===== src/rtl/axil_mcl_pkt_assembler.sv =====
// Multi-channel AXI-Lite word to MCL request packet assembler.
// Each channel packs wpp host words, holds one finished packet and meters it out against host credits.
module axil_mcl_pkt_assembler #(
   parameter  int axil_data_width_p = 32,
   parameter  int pkt_width_p       = 128,
   parameter  int num_endpoint_p    = 2,
   parameter  int max_credits_p     = 32,
   localparam int chan_w_lp         = (num_endpoint_p > 1) ? $clog2(num_endpoint_p) : 1,
   localparam int cred_w_lp         = $clog2(max_credits_p + 1)
) (
   input  logic                                  clk_i,
   input  logic                                  reset_i,
   input  logic                                  wr_v_i,
   input  logic [chan_w_lp-1:0]                  wr_chan_i,
   input  logic [axil_data_width_p-1:0]          wr_data_i,
   output logic                                  wr_ready_o,
   input  logic [num_endpoint_p-1:0]             flush_i,
   output logic [num_endpoint_p-1:0]             pkt_v_o,
   output logic [num_endpoint_p*pkt_width_p-1:0] pkt_o,
   input  logic [num_endpoint_p-1:0]             pkt_yumi_i,
   input  logic [num_endpoint_p-1:0]             credit_return_i,
   output logic [num_endpoint_p*cred_w_lp-1:0]   credits_o,
   output logic                                  err_o
);

   localparam int wpp_lp   = pkt_width_p / axil_data_width_p;
   localparam int cnt_w_lp = $clog2(wpp_lp);
   localparam logic [cnt_w_lp-1:0]  last_cnt_lp = cnt_w_lp'(wpp_lp - 1);
   localparam logic [cred_w_lp-1:0] max_cred_lp = cred_w_lp'(max_credits_p);

   logic [cnt_w_lp-1:0]    r_cnt  [num_endpoint_p];
   logic [pkt_width_p-1:0] r_acc  [num_endpoint_p];
   logic                   r_full [num_endpoint_p];
   logic [pkt_width_p-1:0] r_pkt  [num_endpoint_p];
   logic [cred_w_lp-1:0]   r_cred [num_endpoint_p];
   logic                   r_err;

   logic [num_endpoint_p-1:0] w_sel;
   logic [num_endpoint_p-1:0] w_blk;
   logic [num_endpoint_p-1:0] w_err_set;

   // Only a channel whose last word would overwrite an unconsumed packet can stall the host.
   assign wr_ready_o = ~|(w_sel & w_blk);
   assign err_o      = r_err;

   for (genvar c = 0; c < num_endpoint_p; c++) begin : g_chan
      logic                   w_at_last;
      logic                   w_acc;
      logic                   w_last;
      logic                   w_hs;
      logic [pkt_width_p-1:0] w_new_pkt;

      assign w_sel[c]   = (wr_chan_i == chan_w_lp'(c));
      assign w_at_last  = (r_cnt[c] == last_cnt_lp);
      assign w_blk[c]   = w_at_last & r_full[c] & ~pkt_yumi_i[c];
      assign pkt_v_o[c] = r_full[c] & (r_cred[c] != '0);
      assign w_acc      = wr_v_i & wr_ready_o & w_sel[c];
      assign w_last     = w_acc & w_at_last;
      assign w_hs       = pkt_v_o[c] & pkt_yumi_i[c];
      assign w_err_set[c] = (pkt_yumi_i[c] & ~pkt_v_o[c])
                          | (credit_return_i[c] & ~w_hs & (r_cred[c] == max_cred_lp));

      assign pkt_o[c*pkt_width_p +: pkt_width_p]   = r_pkt[c];
      assign credits_o[c*cred_w_lp +: cred_w_lp]   = r_cred[c];

      always_comb begin
         w_new_pkt = r_acc[c];
         w_new_pkt[pkt_width_p-1 -: axil_data_width_p] = wr_data_i;
      end

      // A last word completes the packet even under flush; otherwise flush drops the word.
      always_ff @(posedge clk_i or posedge reset_i) begin
         if (reset_i) begin
            r_cnt[c] <= '0;
            r_acc[c] <= '0;
         end else if (w_last || flush_i[c]) begin
            r_cnt[c] <= '0;
            r_acc[c] <= '0;
         end else if (w_acc) begin
            r_acc[c][r_cnt[c]*axil_data_width_p +: axil_data_width_p] <= wr_data_i;
            r_cnt[c] <= r_cnt[c] + cnt_w_lp'(1);
         end else begin
            r_cnt[c] <= r_cnt[c];
            r_acc[c] <= r_acc[c];
         end
      end

      always_ff @(posedge clk_i or posedge reset_i) begin
         if (reset_i) begin
            r_full[c] <= 1'b0;
            r_pkt[c]  <= '0;
         end else if (w_last) begin
            r_full[c] <= 1'b1;
            r_pkt[c]  <= w_new_pkt;
         end else if (w_hs) begin
            r_full[c] <= 1'b0;
         end else begin
            r_full[c] <= r_full[c];
         end
      end

      // Return and consume in one cycle cancel; a return at the ceiling is dropped.
      always_ff @(posedge clk_i or posedge reset_i) begin
         if (reset_i) begin
            r_cred[c] <= max_cred_lp;
         end else if (w_hs && !credit_return_i[c]) begin
            r_cred[c] <= r_cred[c] - cred_w_lp'(1);
         end else if (credit_return_i[c] && !w_hs && (r_cred[c] != max_cred_lp)) begin
            r_cred[c] <= r_cred[c] + cred_w_lp'(1);
         end else begin
            r_cred[c] <= r_cred[c];
         end
      end
   end

   always_ff @(posedge clk_i or posedge reset_i) begin
      if (reset_i) begin
         r_err <= 1'b0;
      end else if (|w_err_set) begin
         r_err <= 1'b1;
      end else begin
         r_err <= r_err;
      end
   end

endmodule


===== config.mk =====
export PLATFORM = sky130hd
export DESIGN_NAME = axil_mcl_pkt_assembler
export DESIGN_NICKNAME = d
export VERILOG_FILES = /design/src/rtl/axil_mcl_pkt_assembler.sv
export SDC_FILE = /design/constraint.sdc
export NUM_CORES = 1
export LEC_CHECK = 0
export ABC_AREA = 1
export CAP_MARGIN = 20
export CORE_ASPECT_RATIO = 1.2
export CORE_MARGIN = 10
export CORE_UTILIZATION = 57
export CTS_CLUSTER_SIZE = 40
export DETAILED_ROUTE_END_ITERATION = 16
export PLACE_DENSITY = 0.93
export SKIP_LAST_GASP = 1
export SYNTH_ARGS = -nofsm -noshare
export SYNTH_HDL_FRONTEND = slang
export SYNTH_SLANG_ARGS = --single-unit

===== constraint.sdc =====
create_clock -name clk_i -period 53.4 [get_ports clk_i]
set_input_delay 13.35 -clock clk_i [delete_from_list [all_inputs] [get_ports clk_i]]
set_output_delay 13.35 -clock clk_i [all_outputs]
set_load 0.05 [all_outputs]

==> reports/results.env, run 1 <==
DRIVE_ABOVE_1_SHARE_PCT=4.96
HP_START='g_chan[1].w_new_pkt[8]'
REPORT.FINAL.HOLD_VIOL_COUNT=0
DRT_PASS1_ITERATIONS=6
CRITICAL_PATH.SLOWEST_CELL='clkdlybuf4s50_1'
CLKLATENCYLATEPIN_PS=560
SYNTH-ASYNC-RESET-RATIO_PCT=100
GR-USAGE-ALL-LAYERS_PCT=28.3
YOSYS.AREA.TOP_TYPE='dfrtp_1'
MAPPEDNETLISTAREA_MM2=0.0188
GLOBALPLACE.CONGESTION=0.902
P_PER_AREA_mW_PER_MM2=43.1
TIMING.MAX_CAP.VIOLATIONS=0
R2R_START='r_cnt[0]'
CTS.REPORTEDPATHS.CLKPINSLEW_PS=60
FLOORPLAN.INITIALDENSITY_PCT=58.0
CTSHTREEMAXLEVEL=2
SYN_NETS=2139
POST_SYNTH_MAIN_AREA_CONTRIBUTORS='dfrtp_1 62%, nand2_1 19%, o21ai_0 5.4%, nand3_1 2.4%, a32o_1 1.7%'
CRITPATHARRIVALTIME_PS=15180
END_KIND='primary output'
SYNTHESIS.INSTANCES=2085
SYNTH_LARGEST_TYPE_AREA_FRACTION_PCT=62.0
RESIZED_AFTER_CTS=0
DIE_W_UM=186
DOMINANTREGCELLSYNTH='dfrtp_1'
GRT_ANTENNA_BEFORE_REPAIR=1
UNIQUE_MASTERS_POST_SYNTH=36
CRIT_REQUIRED_PS=40050
CRIT_PATH_CELL_TRACE='clkdlybuf4s50_1 -> nand3b_1 -> nor2_1 -> a21oi_2 -> clkdlybuf4s50_1'
TIMING.HOLD.WS_PS=470
GRT_SETUP_UNREPAIRED='no'
CRITICAL_PATH.MAX_FANOUT=4
YOSYSSEQAREASHARE_PCT=62.3
CLOCK_BUFFER_COUNT_FROM_CTS=45
SLEW_VIOLATIONS=0
MAX_CLOCK_FREQ_GHz=0.0350
P_LEAK_nW=11.6
TIMING.CLOCK.SKEW_PS=13.4
WORST_PIN_SLEW_PS=1080
POSTSYNTHREGISTERBITS=467
FF_LATCH_AREA_MM2=0.0117
NUM-NETS-FINAL=2402
SYNTH_AREA_PER_CELL_UM2=9.00
LAYOUT-AREA-OVERHEAD-VS-SYNTH_PCT=26.0
CTS.HOLD.BUFFERS_ADDED=0
POSTCTSSETUPBUFFERS=0
ROUTE.VIAS.TOTAL=16289
POST-ROUTE-UTIL_PCT=73.1
STATUS='complete, no violations'
FINAL_MIN_PERIOD_OVER_CLOCK_PERIOD_PCT=53.4
SYNTH_EDF_COUNT=0
REPORT.FINAL.SETUP_VIOL=0
GRT_PASS1_VIAS=16530
AVGVIACOUNTPERCELL=5.84
FINALWORSTPATHREQUIREDPERIOD_PS=28530
DRT_ITER0_MARKERS=1806
MULTIINPUTGATEAREA_MM2=0.00630
CTS_ROOT_BUF='clkbuf_16'
CP_COMMON_CELL='clkdlybuf4s50_1'
CTS.SINK_COUNT=467
TIMING.CRITICAL_PATH.BUF_INV=2
PIN_COUNT=314
SLEW-LIMIT-HEADROOM_PCT=28.0
GRT_PASS1_WL_UM=90900
ROUTE.DETAILED.WL_PER_INST_UM=21.2
GR-TOTAL-OVERFLOW=0
POWER.IR.VDD_WORST_mV=0.0397
POST-DP-HPWL_UM=37900
TOTALNEGATIVESETUPSLACK_PS=0
STARTPOINT='pkt_yumi_i[1]'
SETUP.WORST_PATH.CLASS='primary input to primary output'
FP.DIEH_UM=219
CORE_REGION_AREA_MM2=0.0323
TRITONCTS='yes'
CLOCKBUFFERDEPTH=3
DESIGN.DIE.AREA_MM2=0.0406
START_KIND='primary input'
HOLD_PATH_CLASS='flip-flop to flip-flop'
CRIT_FAMILY='buffers and inverters'
DRT_WL_TOTAL_UM=59100
CP_SLOWEST_STAGE_DELAY_PS=830
ANT_NETS=0
YS_WARN_COUNT=0
NUMBER_OF_CORE_ROWS=72
ROUTE.DETAILED.DRC=0
PIN_COUNT_OF_THE_BIGGEST_NET_ENTERING_GLOBAL_ROUTING=187
PORTBUFFERS=313
FILLERINSTANCES=2073
[per-layer routing]
metal	global-route usage, %	wire length (µm)
met5	0	0
met4	15.3	3290
met3	6.19	5650
met2	48.1	29300
met1	32.8	20800
[metrics by stage]
stage	setup WS (ps)	total power [W]	std cells	area (µm²)
after floorplan	26030	0.000593	2085	18800
after global placement	24890	0.000685	2705	22100
after detailed placement	24890	0.000695	2705	22100
after CTS	24880	0.00102	2783	23600
after global routing	24800	0.00105	2787	23600
final	24870	0.00102	2787	23600
[registers in the layout (all words and copies together) (netlist names)]
name              flops
r_cnt                 4
credits_o            12
pkt_o               256
g_chan.w_new_pkt    192
r_full                2
err_o                 1
[power by group]
part / leakage (nW) / switching (W) / internal (W)
Clock: 0.718 / 0.000137 / 0.000185
Combinational: 4.41 / 0.000199 / 0.0000794
Sequential: 6.42 / 0.0000289 / 0.000389
Total: 11.6 / 0.000364 / 0.000654
[synth_stat cells, types with 2 or more instances]
cell type  instances
a21oi_4            3
a32o_1            31
buf_1              5
buf_2             38
buf_4              4
buf_6              4
clkbuf_1          64
clkbuf_2           5
clkinv_1           2
dfrtp_1          465
dfstp_2            2
ha_1              12
inv_1             68
nand2_1          968
nand2_8            2
nand3_1           91
nand3b_1           5
nand4_1            5
nor2_1            53
nor3_1             2
o21ai_0          204
o21ai_1           34
o21ai_2            2
xor2_1             4
[placed cells by master, fill, tap and decap left out, types with 2 or more instances in the layout]
cell / instances
clkbuf_8: 7
dfrtp_1: 465
clkinvlp_4: 4
o21ai_0: 204
o21ai_1: 33
bufinv_16: 3
clkinv_2: 7
dfstp_2: 2
inv_2: 2
a21oi_4: 3
o21ai_4: 2
nor2_2: 3
buf_16: 2
clkbuf_1: 8
xor2_1: 4
clkbuf_16: 47
inv_1: 67
nand2_8: 2
nor2_1: 51
buf_12: 2
clkinv_4: 2
nor3_2: 2
a32o_1: 31
clkdlybuf4s50_1: 313
ha_1: 12
nand3b_1: 5
nand2_1: 968
nand3_1: 91
buf_4: 19
nand4_1: 5
[final timing paths]
kind	slack, ps	endpoint	depth (start not counted)
setup reg to reg	49570	pkt_o[52]	11
min in group asynchronous	13430	pkt_o[127]	2
max in group asynchronous	38460	pkt_o[119]	3
hold reg to reg	470	pkt_o[136]	2
setup / recovery	24870	wr_ready_o	5
hold / removal	470	pkt_o[136]	2
[logic make-up after synthesis]
kind of cell | count (synthesis) | share of synthesized area (%)
compound gates | 278 | 8.54
fa+ha+maj | 12 | 0.800
xor+xnor | 5 | 0.233
simple gates | 1131 | 23.7
flops | 467 | 62.3
buf+inv | 192 | 4.38
[area by class of cell]
type                    count  area share, %
clock buffers              62           5.51
multi-input cells        1426           26.7
clock inverters            16          0.746
well taps                 407           2.15
diodes                      1         0.0106
flip-flops and latches    467           49.5
inverters                  72           1.19
repair buffers            336           14.3
[worst min-delay path, cell delays in order (launching register included)]
cell,delay (ps)
dfrtp_1,340
nand2_1,50
nand2_1,40
Note: power is estimated with default switching activity, not from simulation.
==> inputs of run 2 (changes only) <==
CORE_UTILIZATION = 48   (was 57)
PLACE_DENSITY = 0.84   (was 0.93)
clock period = 24.3 ns   (was 53.4 ns; I/O delays follow)
==> run 2 against run 1 <==
- register-to-register slack worse by 29000 ps
- via count is 4.3% lower
- clock-buffer cell count is 3 higher
- largest power group unchanged
==> reports/results.env, run 2 (synthesis results as in run 1) <==
WORST_SLACK_PS=10330
AVGVIACOUNTPERCELL=5.35
LAYOUT-AREA-OVERHEAD-VS-SYNTH_PCT=27.4
FILLERINSTANCES=3146
POWER.IR.VDD_WORST_mV=0.0825
FINALINSTANCEAREA_MM2=0.0239
ROUTE.DETAILED.WL_PER_INST_UM=19.4
R2R_START='r_cnt[0]'
CRITICAL_PATH.REG2REG.ENDPOINT='g_chan[0].w_new_pkt[46]'
MOST-COMMON-LAYOUT-CELLS='968 x nand2_1, 465 x dfrtp_1, 313 x clkdlybuf4s50_1'
STATUS='complete, no violations'
REG2REG_PATH_DEPTH=11
GR-USAGE-ALL-LAYERS_PCT=23.2
DRT_WL_TOTAL_UM=56400
CLOCKBUFFERDEPTH=3
CRITPATHARRIVALTIME_PS=7900
WORST_PIN_SLEW_PS=1090
GRT_ANTENNA_BEFORE_REPAIR=1
HP_START='g_chan[1].w_new_pkt[17]'
POST-DP-HPWL_UM=37200
PIN_COUNT=314
CRITICAL_PATH.MAX_FANOUT=4
ROUTE.DETAILED.DRC=0
FINAL_MIN_PERIOD_OVER_CLOCK_PERIOD_PCT=57.5
TOTALNEGATIVESETUPSLACK_PS=0
CTS_ROOT_BUF='clkbuf_16'
NUM-NETS-FINAL=2403
SLEW-LIMIT-HEADROOM_PCT=27.3
ROUTE.VIAS.TOTAL=15586
DIE_W_UM=200
GRT_PASS1_WL_UM=89000
PIN_COUNT_OF_THE_BIGGEST_NET_ENTERING_GLOBAL_ROUTING=177
GR-TOTAL-OVERFLOW=0
END_KIND='primary output'
PORTBUFFERS=313
POSTCTSSETUPBUFFERS=0
TIMING.CLOCK.SKEW_PS=11.6
REPORT.FINAL.HOLD_VIOL_COUNT=0
FINALWORSTPATHREQUIREDPERIOD_PS=13980
DESIGN.DIE.AREA_MM2=0.0474
STARTPOINT='pkt_yumi_i[1]'
GLOBALPLACE.CONGESTION=0.889
FP.DIEH_UM=237
DRT_ITER0_MARKERS=1256
TRITONCTS='yes'
CORE_REGION_AREA_MM2=0.0387
REPORT.FINAL.SETUP_VIOL=0
SLEW_VIOLATIONS=0
CTSHTREEMAXLEVEL=2
DRT_PASS1_ITERATIONS=6
GRT_PASS1_VIAS=15661
LARGEST_REGISTER_FFS=256
SETUP.WORST_PATH.CLASS='primary input to primary output'
REG2REG_SETUP_SLACK_PS=20500
RESIZED_AFTER_CTS=0
CLKLATENCYLATEPIN_PS=560
TIMING.MAX_CAP.VIOLATIONS=0
CRIT_REQUIRED_PS=18220
GRT_SETUP_UNREPAIRED='no'
NUMBER_OF_CORE_ROWS=79
DP_WORST_SETUP_SLACK_PS=10330
MAX_CLOCK_FREQ_GHz=0.0716
FLOORPLAN.INITIALDENSITY_PCT=48.4
DRIVE_ABOVE_1_SHARE_PCT=5.07
CTS.HOLD.BUFFERS_ADDED=0
CLOCK_BUFFER_COUNT_FROM_CTS=46
ANT_NETS=0
MIN_TO='pkt_o[145]'
P_PER_AREA_mW_PER_MM2=95.2
HOLD_PATH_DEPTH=2
HOLD_PATH_CLASS='flip-flop to flip-flop'
CTS.REPORTEDPATHS.CLKPINSLEW_PS=60
MOSTFREQUENTLAYOUTCELL='nand2_1'
START_KIND='primary input'
P_LEAK_nW=11.6
PLACED_CELL_AREA_MM2=0.0222
CTS.SINK_COUNT=467
run 2: cell types whose count changed in the layout (fill, tap and decap cells not counted):
| cell | change |
|---|---|
| buf_4 | +1 |
| clkbuf_8 | -2 |
| bufinv_16 | +4 |
| inv_2 | -1 |
| clkbuf_1 | +3 |
| clkbuf_16 | +2 |
| clkinv_2 | +6 |
| buf_16 | -1 |
| inv_6 | -1 |
| clkinvlp_4 | -3 |
| clkinv_4 | -2 |
run 2: layout make-up:
type | instances | area [µm²] | share of cell area (%)
antenna | 1 | 2.50 | 0.0105
clock buffer | 65 | 1340 | 5.59
clock inverter | 19 | 273 | 1.14
tap | 526 | 658 | 2.75
timing repair buffer | 336 | 3350 | 14.0
multi-input combinational | 1426 | 6300 | 26.4
inverter | 72 | 283 | 1.18
sequential | 467 | 11700 | 48.9
run 2: metal layers:
metal	routed length [µm]	GRT usage [%]	part of all wire, %	vias up
met3	4120	4.99	7.3	121
met4	2000	8.94	3.5	0
li1	-	-	-	7159
met5	0	0	0	-
met1	22200	28.3	39	7663
met2	28100	39.5	50	643
run 2: report_power, final:
part           total [W]  switching [W]  internal (W)
registers       0.000917      0.0000618      0.000855
logic           0.000601       0.000427      0.000174
clock network   0.000756       0.000298      0.000458
run 2: per-stage QoR:
stage          std cells  hold WS, ps  utilization [%]  power (W)
2_1_floorplan       2085          442                -    0.00130
3_3_place_gp        2825          452             57.4    0.00151
3_5_place_dp        2825          452             57.4    0.00153
4_1_cts             2909          470             61.5    0.00229
5_1_grt             2912          489             61.7    0.00236
6_report            2912          469             61.7    0.00227
run 2: how the worst max path moves through the flow:
stage                              end  slack [ps]  cells past startpoint
final                       wr_ready_o       10330                      5
after global routing        wr_ready_o       10230                      5
after CTS                   wr_ready_o       10330                      5
after detailed placement    wr_ready_o       10330                      5
after global placement      wr_ready_o       10340                      5
after floorplan           credits_o[0]        5200                      1
run 2: worst max-delay path, stage by stage:
cell and delay (ps):
clkdlybuf4s50_1 540, nand3b_1 220, nor2_1 90, a21oi_2 140
clkdlybuf4s50_1 830
==> inputs of run 3 (changes only) <==
CORE_UTILIZATION = 53   (was 48)
PLACE_DENSITY = 0.88   (was 0.84)
clock period = 12.9 ns   (was 24.3 ns; I/O delays follow)
==> run 3 against run 2 <==
- register-to-register slack worse by 12000 ps
- clock skew is 0.83 ps higher
- critical path type unchanged
- sequential power is 89% higher
- non-clock buffer count is 1 higher
- clock-buffer cell count is 2 lower
- design area is 0.83% lower
- sequential share of layout area is 0.41 points higher
- first-iteration DRC count is 43% higher
- largest cell class unchanged
- wire length is 0.67% lower
==> reports/results.env, run 3 (synthesis results as in run 1) <==
LARGEST_REGISTER_FFS=256
CP_COMMON_CELL='clkdlybuf4s50_1'
PIN_COUNT_OF_THE_BIGGEST_NET_ENTERING_GLOBAL_ROUTING=164
GRT_PASS1_WL_UM=87400
DRIVE_ABOVE_1_SHARE_PCT=4.92
CRITPATHARRIVALTIME_PS=5050
DRT_ITER0_MARKERS=1800
GR-TOTAL-OVERFLOW=0
DP_WORST_SETUP_SLACK_PS=4650
MAX_CLOCK_FREQ_GHz=0.121
CRITICAL_PATH.SLOWEST_CELL='clkdlybuf4s50_1'
RESIZED_AFTER_CTS=0
ROUTE.DETAILED.WL_PER_INST_UM=19.7
NUMBER_OF_CORE_ROWS=75
STATUS='complete, no violations'
START_KIND='primary input'
ROUTE.DETAILED.DRC=0
POST-DP-HPWL_UM=37000
CTS.SINK_COUNT=467
ANTENNA-DIODE-COUNT=0
FLOORPLAN.INITIALDENSITY_PCT=53.6
PORTBUFFERS=313
CRITICAL_PATH.MAX_FANOUT=4
MOST-COMMON-LAYOUT-CELLS='968 x nand2_1, 465 x dfrtp_1, 313 x clkdlybuf4s50_1'
TRITONCTS='yes'
GRT_ANTENNA_BEFORE_REPAIR=0
CLOCKBUFFERDEPTH=3
TOTALNEGATIVESETUPSLACK_PS=0
TIMING.MAX_CAP.VIOLATIONS=0
NUM-NETS-FINAL=2403
CTS.HOLD.BUFFERS_ADDED=0
CRIT_PATH_CELL_TRACE='clkdlybuf4s50_1 -> nand3b_1 -> nor2_1 -> a21oi_2 -> clkdlybuf4s50_1'
WORST_PIN_SLEW_PS=1090
GRT_SETUP_UNREPAIRED='no'
GRT_PASS1_VIAS=15708
DESIGN.DIE.AREA_MM2=0.0434
REG2REG_SETUP_SLACK_PS=8620
CTS.REPORTEDPATHS.CLKPINSLEW_PS=60
FINALINSTANCEAREA_MM2=0.0237
HOLD_PATH_DEPTH=2
TIMING.HOLD.WS_PS=465
CORE_REGION_AREA_MM2=0.0350
SETUP.WORST_PATH.CLASS='primary input to primary output'
HP_START='g_chan[1].w_new_pkt[7]'
ROUTE.VIAS.TOTAL=15787
POSTCTSSETUPBUFFERS=0
CP_SLOWEST_STAGE_DELAY_PS=830
AVGVIACOUNTPERCELL=5.56
FINALWORSTPATHREQUIREDPERIOD_PS=8270
END_KIND='primary output'
DRT_WL_TOTAL_UM=56000
REPORT.FINAL.SETUP_VIOL=0
SLEW_VIOLATIONS=0
CRITICAL_PATH.REG2REG.ENDPOINT='g_chan[1].w_new_pkt[88]'
CLKLATENCYLATEPIN_PS=550
MIN_TO='pkt_o[135]'
ANT_NETS=0
GR-USAGE-ALL-LAYERS_PCT=25.4
FP.DIEH_UM=226
P_PER_AREA_mW_PER_MM2=178
FINAL_MIN_PERIOD_OVER_CLOCK_PERIOD_PCT=64.1
MOSTFREQUENTLAYOUTCELL='nand2_1'
PIN_COUNT=314
R2R_START='r_cnt[0]'
SLEW-LIMIT-HEADROOM_PCT=26.9
DIE_W_UM=192
LAYOUT-AREA-OVERHEAD-VS-SYNTH_PCT=26.3
TIMING.CLOCK.SKEW_PS=12.4
FINAL_CELLS=2840
PLACEDCELLCOUNT=2763
CTSHTREEMAXLEVEL=2
CLOCK_BUFFER_COUNT_FROM_CTS=45
DRT_PASS1_ITERATIONS=8
CTS_ROOT_BUF='clkbuf_16'
REPORT.FINAL.HOLD_VIOL_COUNT=0
WORST_SLACK_PS=4630
CRIT_REQUIRED_PS=9680
GLOBALPLACE.CONGESTION=0.908
POWER.IR.VDD_WORST_mV=0.159
HOLD_PATH_CLASS='flip-flop to flip-flop'
P_LEAK_nW=11.6
PLACED_CELL_AREA_MM2=0.0222
REG2REG_PATH_DEPTH=9
==> run 3: per-stage QoR <==
stage,total power [W],utilization [%]
6_report,0.00422,67.7
5_1_grt,0.00439,67.7
4_1_cts,0.00424,67.6
3_5_place_dp,0.00287,63.3
3_3_place_gp,0.00284,63.3
2_1_floorplan,0.00245,-
==> run 3: area by class of cell <==
type                       count  area, µm²
fill                        2538      11300
timing repair buffer         337       3340
tap                          462        578
clock inverter                13        218
multi-input combinational   1426       6300
clock buffer                  63       1290
sequential                   467      11700
inverter                      72        278
==> run 3: worst max-delay path by stage <==
stage                   end  slack, ps  cells past startpoint          start
5_1_grt          wr_ready_o       4590                      5  pkt_yumi_i[1]
6_report         wr_ready_o       4630                      5  pkt_yumi_i[1]
3_3_place_gp     wr_ready_o       4680                      5  pkt_yumi_i[1]
2_1_floorplan  credits_o[0]       3350                      1        reset_i
3_5_place_dp     wr_ready_o       4650                      5  pkt_yumi_i[1]
4_1_cts          wr_ready_o       4640                      5  pkt_yumi_i[1]
==> run 3: power by group <==
group          leakage, nW  switching (W)  total (W)  internal, W
Clock                0.744       0.000546    0.00136     0.000815
Sequential            6.42       0.000116    0.00173      0.00161
Combinational         4.40       0.000809    0.00114     0.000327
Total                 11.6        0.00147    0.00422      0.00275
==> run 3: critical path: cells and delay by family <==
family	cells	cell delay, ps
AOI/OAI and AO/OA	1	150
and+or+nand+nor	2	300
buffers and inverters	2	1380
==> run 3: routing by layer <==
metal / routed length (µm) / global-route usage, % / vias to the layer above
li1: - / - / 7149
met1: 20600 / 30.9 / 7702
met2: 27600 / 42.2 / 794
met3: 5490 / 6.51 / 142
met4: 2290 / 10.4 / 0
met5: 0 / 0 / -
